`src/rtl/shift_reg_piso_tx.sv`:
```
// Parallel-in serial-out transmitter: accepts a WIDTH-bit word on a valid/ready
// handshake and emits it one bit per cycle with first/last frame markers.
module shift_reg_piso_tx #(
    parameter int WIDTH     = 8,
    parameter bit MSB_FIRST = 1'b1
) (
    input  logic             clk,
    input  logic             reset_n,
    input  logic [WIDTH-1:0] din,
    input  logic             din_valid,
    output logic             din_ready,
    output logic             sdo,
    output logic             sdo_valid,
    output logic             sdo_first,
    output logic             sdo_last
);

    localparam int            CW   = (WIDTH > 1) ? $clog2(WIDTH) : 1;
    localparam logic [CW-1:0] LAST = CW'(WIDTH - 1);

    typedef enum logic {
        IDLE,
        SHIFT
    } state_t;

    state_t           state, state_d;
    logic [CW-1:0]    cnt, cnt_d;
    logic [WIDTH-1:0] shreg, shreg_d;
    logic             sdo_d, sdo_valid_d, sdo_first_d, sdo_last_d;
    logic             last_bit, accept;

    // The last-bit cycle doubles as the acceptance window for the next word.
    assign last_bit  = (state == SHIFT) && (cnt == LAST);
    assign din_ready = (state == IDLE) || last_bit;
    assign accept    = din_valid && din_ready;

    always_comb begin
        // NOTE: every output of this block gets a default first, so no path can infer a latch.
        state_d     = state;
        cnt_d       = cnt;
        shreg_d     = shreg;
        sdo_d       = sdo;
        sdo_valid_d = sdo_valid;
        sdo_first_d = sdo_first;
        sdo_last_d  = sdo_last;

        if (accept) begin
            // Bit 0 goes straight to the sdo register; the rest waits in shreg.
            state_d     = SHIFT;
            cnt_d       = '0;
            shreg_d     = MSB_FIRST ? (din << 1) : (din >> 1);
            sdo_d       = MSB_FIRST ? din[WIDTH-1] : din[0];
            sdo_valid_d = 1'b1;
            sdo_first_d = 1'b1;
            sdo_last_d  = (WIDTH == 1);
        end else if (state == IDLE || last_bit) begin
            state_d     = IDLE;
            cnt_d       = '0;
            shreg_d     = '0;
            sdo_d       = 1'b0;
            sdo_valid_d = 1'b0;
            sdo_first_d = 1'b0;
            sdo_last_d  = 1'b0;
        end else begin
            cnt_d       = cnt + 1'b1;
            shreg_d     = MSB_FIRST ? (shreg << 1) : (shreg >> 1);
            sdo_d       = MSB_FIRST ? shreg[WIDTH-1] : shreg[0];
            sdo_valid_d = 1'b1;
            sdo_first_d = 1'b0;
            sdo_last_d  = (cnt_d == LAST);
        end
    end

    // NOTE: state registers use non-blocking assignments so all of them update from pre-edge values.
    always_ff @(posedge clk or negedge reset_n) begin
        if (!reset_n) begin
            state     <= IDLE;
            cnt       <= '0;
            shreg     <= '0;
            sdo       <= 1'b0;
            sdo_valid <= 1'b0;
            sdo_first <= 1'b0;
            sdo_last  <= 1'b0;
        end else begin
            state     <= state_d;
            cnt       <= cnt_d;
            shreg     <= shreg_d;
            sdo       <= sdo_d;
            sdo_valid <= sdo_valid_d;
            sdo_first <= sdo_first_d;
            sdo_last  <= sdo_last_d;
        end
    end

endmodule

```
`config.mk`:
```
export PLATFORM = sky130hd
export DESIGN_NAME = shift_reg_piso_tx
export DESIGN_NICKNAME = d
export VERILOG_FILES = /design/src/rtl/shift_reg_piso_tx.sv
export SDC_FILE = /design/constraint.sdc
export NUM_CORES = 1
export LEC_CHECK = 0
export ABC_AREA = 1
export BUFFER_PORTS_ARGS = -buffer_cell sky130_fd_sc_hd__buf_2
export CAP_MARGIN = 20
export CORE_AREA = 5 5 49 51
export CTS_CLUSTER_DIAMETER = 150
export CTS_CLUSTER_SIZE = 30
export DETAILED_ROUTE_END_ITERATION = 7
export DIE_AREA = 0 0 54 56
export PLACE_DENSITY = 0.51
export SYNTH_ARGS = -nofsm -noshare
export SYNTH_HDL_FRONTEND = slang
export SYNTH_SLANG_ARGS = --single-unit
```
`constraint.sdc`:
```
create_clock -name clk -period 1.4 [get_ports clk]
set_clock_uncertainty 0.15 [all_clocks]
set_input_delay 0.42 -clock clk [delete_from_list [all_inputs] [get_ports clk]]
set_output_delay 0.42 -clock clk [all_outputs]
set_load 0.02 [all_outputs]
```
# After elaboration in Yosys (flattened, before gate mapping)
# Index checks and enable logic that the tools add are counted.
[classes]
mul = 0
shift = 0
magnitude_cmp = 0
reduce_logical = 4
div_mod_pow = 0
bitwise = 1
n_addsub = 1
n_mux = 13
eq_ne = 2
[op_table]
columns = ["op", "n"]
rows = [
  ["$mux 8", 2],
  ["$mux 1", 9],
  ["$eq 3x3->1 const B", 2],
  ["$mux 3", 2],
  ["$add 3x1->3 const B", 1],
  ["$logic_and 1x1->1", 2],
  ["$reduce_bool 2->1", 1],
  ["$logic_or 1x1->1", 1],
  ["$not 1->1", 1],
]
[word_totals]
out_inout_bits = 5
mem_count = 0
rom_bits = 0
elab_cells = 28
inputBits = 11
latch_bits = 0
ramBits = 0
reg_bits = 16

# Depth between registers and ports, before layout
# Gate-level depths: netlist of the first run.
[logic_depth]
ltp_word = 5
mapped_depth = 7
ltp_nobuf = 6

# Worst setup path after synthesis of the first run
# OpenSTA, ideal clock, no wires.
[synth_timing]
path_kind = "register to output"
from = "reg cnt[0]"
to = "out din_ready"
slack_ns = -0.202
path_stages_with_launch = 6
required_time_ns = 0.830
t_arrival_ns = 1.032
path_buffers = 1
cell_sequence = "dfrtp_1 > ha_1 > ha_1 > inv_2 > nand2_4 > buf_6"
[synth_between]
elab_chain_len = 3
[synth_lines]
columns = ["element", "line", "text"]
rows = [
  ["from (decl)", "27", "logic [CW-1:0] cnt, cnt_d;"],
  ["from (signal assigned)", "86", "cnt <= cnt_d;"],
  ["$eq 3x3->1", "33", "assign last_bit = (state == SHIFT) && (cnt == LAST);"],
  ["$logic_and 1x1->1", "33", ""],
  ["$logic_or 1x1->1", "34", "assign din_ready = (state == IDLE) || last_bit;"],
  ["to (decl)", "11", "output logic din_ready,"],
]
# Every way passes these cells.

# Final worst setup path of the first run
[layout_timing]
from = "reg cnt[1]"
to = "out din_ready"
# The elaborated chain is that of the path after synthesis.

==> flow_summary.toml, run 1 <==
[status]
outcome = "finished with violations"
violations = "setup timing"

[global_routing]
grt_usage_pct = 8.56
antenna_found_initial = 0
grt_pass1_wl_mm = 1.82
grt_start_max_net_pins = 16
grt_pass1_vias = 416
busiest_layer = "met2"
grtUsageMet3_pct = 1.61
grt.met2_usage_pct = 12.3
met1_usage_pct = 10.5
overflow = 0

[logic_synthesis]
synth-simple-area-share_pct = 23.5
synth-xor-area-share_pct = 0
yosysTopAreaCellShare_pct = 63.6
yosysWarnings = 0
synth_cell_types = 11
synthAdderAreaFrac_pct = 6.36
synth.area.mux_share_pct = 0
synth_top_family_by_area = "simple AND/OR/NAND/NOR gates"
synth.cell_area_sq_um = 591
synth_compound_area_share_pct = 0
synth_seq_cells = 15
synth_largest_area_cell = "dfrtp_1"
seq_area_frac_synth_pct = 63.6
postSynthCellCount = 58
avgSynthCellArea_sq_um = 10.2
synth_nets = 72
synthTopCellsByArea = "dfrtp_1, nand2_1, ha_1"

[die]
die-area_sq_um = 3020
row_count = 16
ios = 16
die_x_um = 54
die_h_um = 56
initial_core_util_pct = 31.1
core_area_sq_um = 1900

[clock_tree]
cts_setup_buffers = 0
root_buffer = "clkbuf_4"
htreeDepth = 1
clk_path_buf_depth = 2
clk_latency_ns = 0.28
cts_tree = "done"
clock-sinks = 15
cts.reportedPaths.clkPinSlew_ns = 0.09
numCtsBuffers = 3

[routing]
wirelength_mm = 1.12
detail_route.wl_per_cell_um = 10.5
ant_nets = 0
vias = 439
viasPerCell = 4.10
drt_iter0_markers = 2
drc = 0
dr.pass1.iters = 4

[setup_path]
reg2reg_from = "cnt[1]"
cpMaxStageDelayCell = "dfrtp_1"
critPathCaptureType = "output pin"
cp.required_ns = 0.83
crit_type = "flop to output pin"
critPathArrivalTime_ns = 1.26
path_cells = "ha_2, ha_4, inv_2, nand2_4, buf_6"
crit_path_max_incr_delay_ns = 0.39
setup.worst_path.start_class = "flop"
critPathMaxFanout = 2
crit_path_start = "cnt[1]"

[sta]
finalWorstSetupSlack_ns = -0.428
rsz0062_at_grt = "yes"
hold_viol = 0
setup_violations = 12
fin_crit_sh_pct = 131
fmax_mhz = 547
worst_slew_pin_slew_ns = 0.329
relSlewSlack_pct = 78.0
whs_ns = 0.185
layout_min_cycle_time_ns = 1.83
finalMaxSlewViolations = 0

[worst_hold_path]
hold_path_class = "input port to flop"
hp-start = "din[0]"

[final_layout]
layout.nets = 95
area.growth.synth_to_final_pct = 36.0
antennaDiodeCount = 0
finalNonFillerCells = 107
final_cell_area_sq_um = 803
drive_above_1_share_pct = 37.5

[power_and_ir_drop]
vdd_ir_drop_max_mv = 1.16
power.density_nw_per_um2 = 2010
p_leak_nw = 0.446

[placement]
placed_area_sq_um = 728
port_buffers = 15
place_inst = 102
dp_hpwl_um = 818
gp_congestion = 0.761

[job]
maxCapViolations = 0
==> placed cells by master, fill, tap and decap left out <==
| master | instances |
|---|---|
| inv_1 | 4 |
| buf_4 | 4 |
| nand2_1 | 17 |
| ha_1 | 1 |
| nor2_1 | 5 |
| nand3_1 | 7 |
| ha_4 | 1 |
| inv_2 | 2 |
| clkbuf_4 | 3 |
| buf_6 | 4 |
| nand2_4 | 2 |
| nor2_4 | 1 |
| clkinv_2 | 1 |
| dfrtp_1 | 15 |
| dlygate4sd3_1 | 1 |
| ha_2 | 1 |
| buf_2 | 11 |
==> area by class of cell <==
type	count	area [sq um]
timing repair buffer	20	140
fill	191	1100
clock buffer	3	22.5
inverter	6	22.5
clock inverter	1	5.00
multi-input combinational	35	204
sequential	15	375
tap	27	33.8
==> worst max-delay path: cells and delay by family (launching register included) <==
kind	cells	cell delay, ns
adder cells (fa/ha/maj)	2	0.36
AND/OR/NAND/NOR	1	0.04
buffers and inverters	2	0.19
flip-flops	1	0.39
==> flip-flops by register name, indices dropped and copies added (netlist names) <==
name       flops
state          1
cnt            3
shreg          7
sdo_last       1
sdo            1
sdo_first      1
sdo_valid      1
==> power breakdown <==
group	internal [mW]	leakage (nW)	switching, mW	total [mW]
combinational	0.321	0.237	0.375	0.696
sequential	0.597	0.191	0.0734	0.671
clock	0.106	0.0177	0.141	0.247
total	1.02	0.446	0.589	1.61
==> routing by layer <==
metal  up-vias  part of all wire [%]  routed length [um]
li1        219                     -                   -
met1       205                    44                 494
met2        11                    48                 539
met4         0                   3.5                  39
met5         -                     0                   0
met3         4                   4.2                  47
==> worst paths after layout <==
check | to | slack (ns) | depth (start not counted)
max | din_ready | -0.43 | 5
min | shreg[1] | 0.19 | 3
max reg2reg | state | -0.03 | 7
min reg2reg | shreg[6] | 0.31 | 2
max in group asynchronous | shreg[1] | 0.44 | 2
min in group asynchronous | sdo_valid | 0.41 | 2
==> through the flow <==
| stage | TNS (ns) | worst slack [ns] | power (mW) | utilization [%] |
|---|---|---|---|---|
| global route | -1.41 | -0.476 | 1.73 | 42.2 |
| finish | -0.663 | -0.428 | 1.61 | 42.2 |
| floorplan | -0.135 | -0.135 | 1.10 | - |
| CTS | -0.912 | -0.451 | 1.61 | 41.3 |
| global placement | -0.883 | -0.125 | 1.29 | 38.3 |
| detailed placement | -1.19 | -0.142 | 1.30 | 38.3 |
==> cells in the mapped netlist <==
master,count
ha_1,3
nand2_4,1
nor2_1,5
nand2_1,18
nand3_1,7
dfrtp_1,15
nor2_2,1
inv_1,4
buf_6,1
buf_2,1
inv_2,2
==> cell families (layout without fill, tap and decap cells) <==
group / after synthesis / count (layout)
buffers and inverters: 8 / 30
DFF: 15 / 15
adders and majority gates: 3 / 3
and+or+nand+nor: 32 / 32
==> what timing repair did <==
action / CTS / global route
hold buffers: 1 / 0
pin swaps: 2 / 1
endpoints found under the hold margin: 15 / 0
gates resized for setup: 5 / 6
endpoints found under the setup margin: 12 / 19
Power figures use the tool's default switching activity.
==> run 2, diff against run 1 <==
--- a/config.mk
+++ b/config.mk
@@ -8,11 +8,11 @@
 export ABC_AREA = 1
 export BUFFER_PORTS_ARGS = -buffer_cell sky130_fd_sc_hd__buf_2
 export CAP_MARGIN = 20
-export CORE_AREA = 5 5 49 51
+export CORE_AREA = 10 10 54 56
 export CTS_CLUSTER_DIAMETER = 150
 export CTS_CLUSTER_SIZE = 30
 export DETAILED_ROUTE_END_ITERATION = 7
-export DIE_AREA = 0 0 54 56
+export DIE_AREA = 0 0 64 66
 export PLACE_DENSITY = 0.51
 export SYNTH_ARGS = -nofsm -noshare
 export SYNTH_HDL_FRONTEND = slang
==> flow_summary.toml, run 2 (same netlist as run 1, synthesis figures left out) <==
[global_routing]
grt_pass1_wl_mm = 2.10
antenna_found_initial = 0
grt_start_max_net_pins = 16
grt_usage_pct = 6.41
overflow = 0
grt_pass1_vias = 450

[power_and_ir_drop]
switching_share_pct = 36.4
power.share.combinational_pct = 43.1
clockPowerShare_pct = 15.2
vdd_ir_drop_max_mv = 0.762
power.density_nw_per_um2 = 1990
sequentialPowerShare_pct = 41.7
p_int_mw = 1.03
p_leak_nw = 0.447
p_switching_uw = 587

[clock_tree]
clk_latency_ns = 0.28
root_buffer = "clkbuf_4"
cts_tree = "done"
cts.reportedPaths.clkPinSlew_ns = 0.09
htreeDepth = 1
clock-sinks = 15
numCtsBuffers = 3
clk_path_buf_depth = 2

[final_layout]
fill_cells = 197
layout.nets = 95
top_register = "shreg"
area.growth.synth_to_final_pct = 37.1
antennaDiodeCount = 0
drive_above_1_share_pct = 37.5
largest_reg_flops = 7
largestRegisters = "shreg: 7 flops, cnt: 3 flops"
final_common_cell = "nand2_1"
final_cell_area_sq_um = 810
final_cell_mix = "nand2_1, dfrtp_1, buf_2, nand3_1"

[setup_path]
cp.required_ns = 0.83
critPathCaptureType = "output pin"
setup.worst_path.start_class = "flop"
critPathArrivalTime_ns = 1.25
critPathMaxFanout = 2
crit_type = "flop to output pin"

[routing]
drc = 0
detail_route.wl_per_cell_um = 11.3
ant_nets = 0
drt_iter0_markers = 7
wirelength_mm = 1.21
dr.pass1.iters = 3
vias = 444
viasPerCell = 4.15

[die]
die-area_sq_um = 4220
initial_core_util_pct = 31.1
die_h_um = 66
core_area_sq_um = 1900
ios = 16
row_count = 16
die_x_um = 64

[placement]
placed_area_sq_um = 721
dp_hpwl_um = 901
gp_congestion = 0.655
port_buffers = 15

[sta]
fin_crit_sh_pct = 130
worst_slew_pin_slew_ns = 0.334
fmax_mhz = 550
whs_ns = 0.183
finalWorstSetupSlack_ns = -0.420
hold_viol = 0
finalMaxSlewViolations = 0
relSlewSlack_pct = 77.7
setup_violations = 11
layout_min_cycle_time_ns = 1.82
rsz0062_at_grt = "yes"
setup_tns_ns = -0.546

[worst_hold_path]
hold_path_class = "input port to flop"

[status]
violations = "setup timing"
outcome = "finished with violations"

[job]
maxCapViolations = 0
-- run 2: what timing repair did --
action / in CTS / in global routing
hold endpoints to repair: 15 / 0
gates resized for setup: 5 / 8
buffers inserted: 0 / 1
hold buffers: 1 / 0
setup endpoints to repair: 12 / 18
pin swaps: 5 / 0
-- run 2: metal layers --
layer	wire length (um)	global-route usage, %	vias up
li1	-	-	219
met3	52	1.86	4
met4	53	7.38	0
met1	508	6.30	210
met5	0	0	-
met2	590	10.1	11
-- run 2: cell type report --
| class | instances | area [sq um] | share of cell area (%) |
|---|---|---|---|
| clock buffer | 3 | 22.5 | 2.78 |
| timing repair buffer | 20 | 146 | 18.1 |
| tap | 27 | 33.8 | 4.17 |
| sequential | 15 | 375 | 46.4 |
| inverter | 6 | 22.5 | 2.78 |
| clock inverter | 1 | 5.00 | 0.618 |
| multi-input combinational | 35 | 204 | 25.2 |
-- run 2: power groups by stage --
stage / clock network (mW) / registers [mW] / logic [mW]
final: 0.244 / 0.672 / 0.696
after global routing: 0.291 / 0.690 / 0.786
after CTS: 0.263 / 0.666 / 0.657
after detailed placement: 0 / 0.676 / 0.606
after global placement: 0 / 0.673 / 0.591
after floorplan: 0 / 0.718 / 0.386
-- run 2: worst max-delay path, stage by stage, from the launching register on --
cell	delay [ns]
dfrtp_1	0.39
ha_2	0.20
ha_4	0.16
inv_2	0.06
nand2_4	0.04
buf_6	0.12
-- run 2: stage by stage --
step	power [mW]	cells	utilization (%)	setup slack [ns]
5_1_grt	1.77	107	42.6	-0.483
3_5_place_dp	1.28	101	37.9	-0.148
4_1_cts	1.59	106	40.9	-0.439
6_report	1.61	107	42.6	-0.420
2_1_floorplan	1.10	58	-	-0.135
3_3_place_gp	1.26	101	37.9	-0.133
-- run 2: path summary, 6_finish.rpt --
path / startpoint / end / slack, ns / depth (start not counted)
max: cnt[0] / din_ready / -0.42 / 5
min: din[0] / shreg[1] / 0.18 / 3
max reg2reg: cnt[0] / shreg[2] / -0.03 / 7
min reg2reg: shreg[4] / shreg[5] / 0.30 / 2
max in group asynchronous: reset_n / sdo_valid / 0.44 / 2
min in group asynchronous: reset_n / sdo_last / 0.41 / 2
==> run 3, diff against run 2 <==
--- a/config.mk
+++ b/config.mk
@@ -6,7 +6,7 @@
 export NUM_CORES = 1
 export LEC_CHECK = 0
 export ABC_AREA = 1
-export BUFFER_PORTS_ARGS = -buffer_cell sky130_fd_sc_hd__buf_2
+export BUFFER_PORTS_ARGS = -buffer_cell sky130_fd_sc_hd__buf_4
 export CAP_MARGIN = 20
 export CORE_AREA = 10 10 54 56
 export CTS_CLUSTER_DIAMETER = 150
@@ -14,6 +14,7 @@
 export DETAILED_ROUTE_END_ITERATION = 7
 export DIE_AREA = 0 0 64 66
 export PLACE_DENSITY = 0.51
+export REMOVE_ABC_BUFFERS = 1
 export SYNTH_ARGS = -nofsm -noshare
 export SYNTH_HDL_FRONTEND = slang
 export SYNTH_SLANG_ARGS = --single-unit
==> flow_summary.toml, run 3 (same netlist as run 1, synthesis figures left out) <==
[setup_path]
path_cells = "ha_2, ha_4, inv_2, nand2_4, buf_6"
critPathCaptureType = "output pin"
cpMaxStageDelayCell = "dfrtp_1"
setup.worst_path.start_class = "flop"
crit_path_start = "cnt[0]"
crit_type = "flop to output pin"
critPathMaxFanout = 2
reg2reg_from = "cnt[0]"
crit_path_max_incr_delay_ns = 0.39
cp.required_ns = 0.83
crit_buf_inv = 2
critPathArrivalTime_ns = 1.25
path_delay_family = "flip-flops"

[sta]
layout_min_cycle_time_ns = 1.82
setup_violations = 12
fin_crit_sh_pct = 130
finalMaxSlewViolations = 0
finalWorstSetupSlack_ns = -0.418
rsz0062_at_grt = "yes"
fmax_mhz = 550
hold_viol = 0
relSlewSlack_pct = 87.4
worst_slew_pin_slew_ns = 0.188

[status]
violations = "setup timing"
outcome = "finished with violations"

[placement]
dp_slack_ns = -0.183
gp_congestion = 0.639
place_inst = 101
placed_area_sq_um = 743
port_buffers = 15
dp_hpwl_um = 834

[clock_tree]
htreeDepth = 1
root_buffer = "clkbuf_4"
numCtsBuffers = 3
clk_path_buf_depth = 2
clk_latency_ns = 0.27
cts_tree = "done"
clock-sinks = 15
cts.reportedPaths.clkPinSlew_ns = 0.08

[power_and_ir_drop]
vdd_ir_drop_max_mv = 0.739
power.density_nw_per_um2 = 1940
p_leak_nw = 0.445

[die]
ios = 16
die_h_um = 66
die-area_sq_um = 4220
initial_core_util_pct = 31.1
core_area_sq_um = 1900
row_count = 16
die_x_um = 64

[final_layout]
final_cell_mix = "nand2_1, buf_4, dfrtp_1, nand3_1, nor2_1"
final_common_cell = "nand2_1"
largestRegisters = "shreg: 7 flops, cnt: 3 flops"
finalNonFillerCells = 106
antennaDiodeCount = 0
layout.nets = 94
final_cell_area_sq_um = 815
drive_above_1_share_pct = 35.4
fill_cells = 194
multiInputGateArea_sq_um = 204
area.growth.synth_to_final_pct = 37.9
largest_reg_flops = 7
regArea_sq_um = 375
post-route-util_pct = 42.8
top_register = "shreg"

[routing]
drt_iter0_markers = 4
ant_nets = 0
wirelength_mm = 1.16
detail_route.wl_per_cell_um = 10.9
dr.pass1.iters = 4
vias = 428
viasPerCell = 4.04
drc = 0

[global_routing]
grt_start_max_net_pins = 16
grt_pass1_wl_mm = 1.99
overflow = 0
grt_usage_pct = 6.00
grt_pass1_vias = 424
antenna_found_initial = 0

[worst_hold_path]
hold_path_class = "input port to flop"
hp-start = "din[0]"

[job]
maxCapViolations = 0
## run 3: cell types whose count changed in the layout (fill, tap and decap cells not counted)
| cell | delta |
|---|---|
| buf_2 | -10 |
| buf_4 | +12 |
| buf_6 | -3 |
| clkbuf_1 | +1 |
| clkinv_2 | -1 |
## run 3: per-layer routing
metal | part of all wire [%] | wire, um | vias to the layer above | track usage [%]
li1 | - | - | 217 | -
met1 | 43 | 500 | 200 | 7.19
met2 | 51 | 591 | 9 | 9.20
met3 | 3.5 | 40 | 2 | 1.02
met4 | 2.3 | 27 | 0 | 4.92
met5 | 0 | 0 | - | 0
## run 3: what timing repair did
action | 4_1_cts | 5_1_grt
setup buffers | 0 | 1
hold buffers | 1 | 0
gates resized for setup | 7 | 1
pin swaps | 2 | 5
setup endpoints to repair | 16 | 17
hold endpoints to repair | 15 | 0
## run 3: layout make-up
| cell class | count | area share (%) |
|---|---|---|
| sequential | 15 | 46.1 |
| tap | 27 | 4.15 |
| clock buffer | 4 | 3.23 |
| timing repair buffer | 19 | 18.7 |
| inverter | 6 | 2.76 |
| multi-input combinational | 35 | 25.0 |
## run 3: metrics by stage
stage / TNS, ns / hold slack [ns] / power, mW
detailed placement: -1.54 / 0.131 / 1.28
global route: -1.59 / 0.204 / 1.71
finish: -0.663 / 0.207 / 1.58
global placement: -1.44 / 0.136 / 1.27
floorplan: -0.110 / -0.0256 / 1.02
CTS: -0.874 / 0.201 / 1.61
## run 3: power breakdown
part,switching (mW),total (mW),internal [mW]
Sequential,0.0723,0.670,0.598
Clock,0.125,0.235,0.110
Combinational,0.372,0.675,0.303
## run 3: worst reg2reg max path, cell delays in order (launching register included)
cell and delay [ns]:
dfrtp_1 0.39, ha_2 0.20, ha_4 0.16, inv_2 0.06, nand2_4 0.04, buf_4 0.19, nand3_1 0.09, nand2_1 0.05
## run 3: path summary, 6_finish.rpt
| kind | slack [ns] | cells after the start | endpoint |
|---|---|---|---|
| min in group asynchronous | 0.38 | 2 | cnt[2] |
| max in group asynchronous | 0.55 | 2 | shreg[4] |
| hold reg to reg | 0.30 | 2 | shreg[2] |
| hold / removal | 0.21 | 3 | shreg[1] |
| setup / recovery | -0.42 | 5 | din_ready |
| setup reg to reg | -0.04 | 7 | shreg[2] |
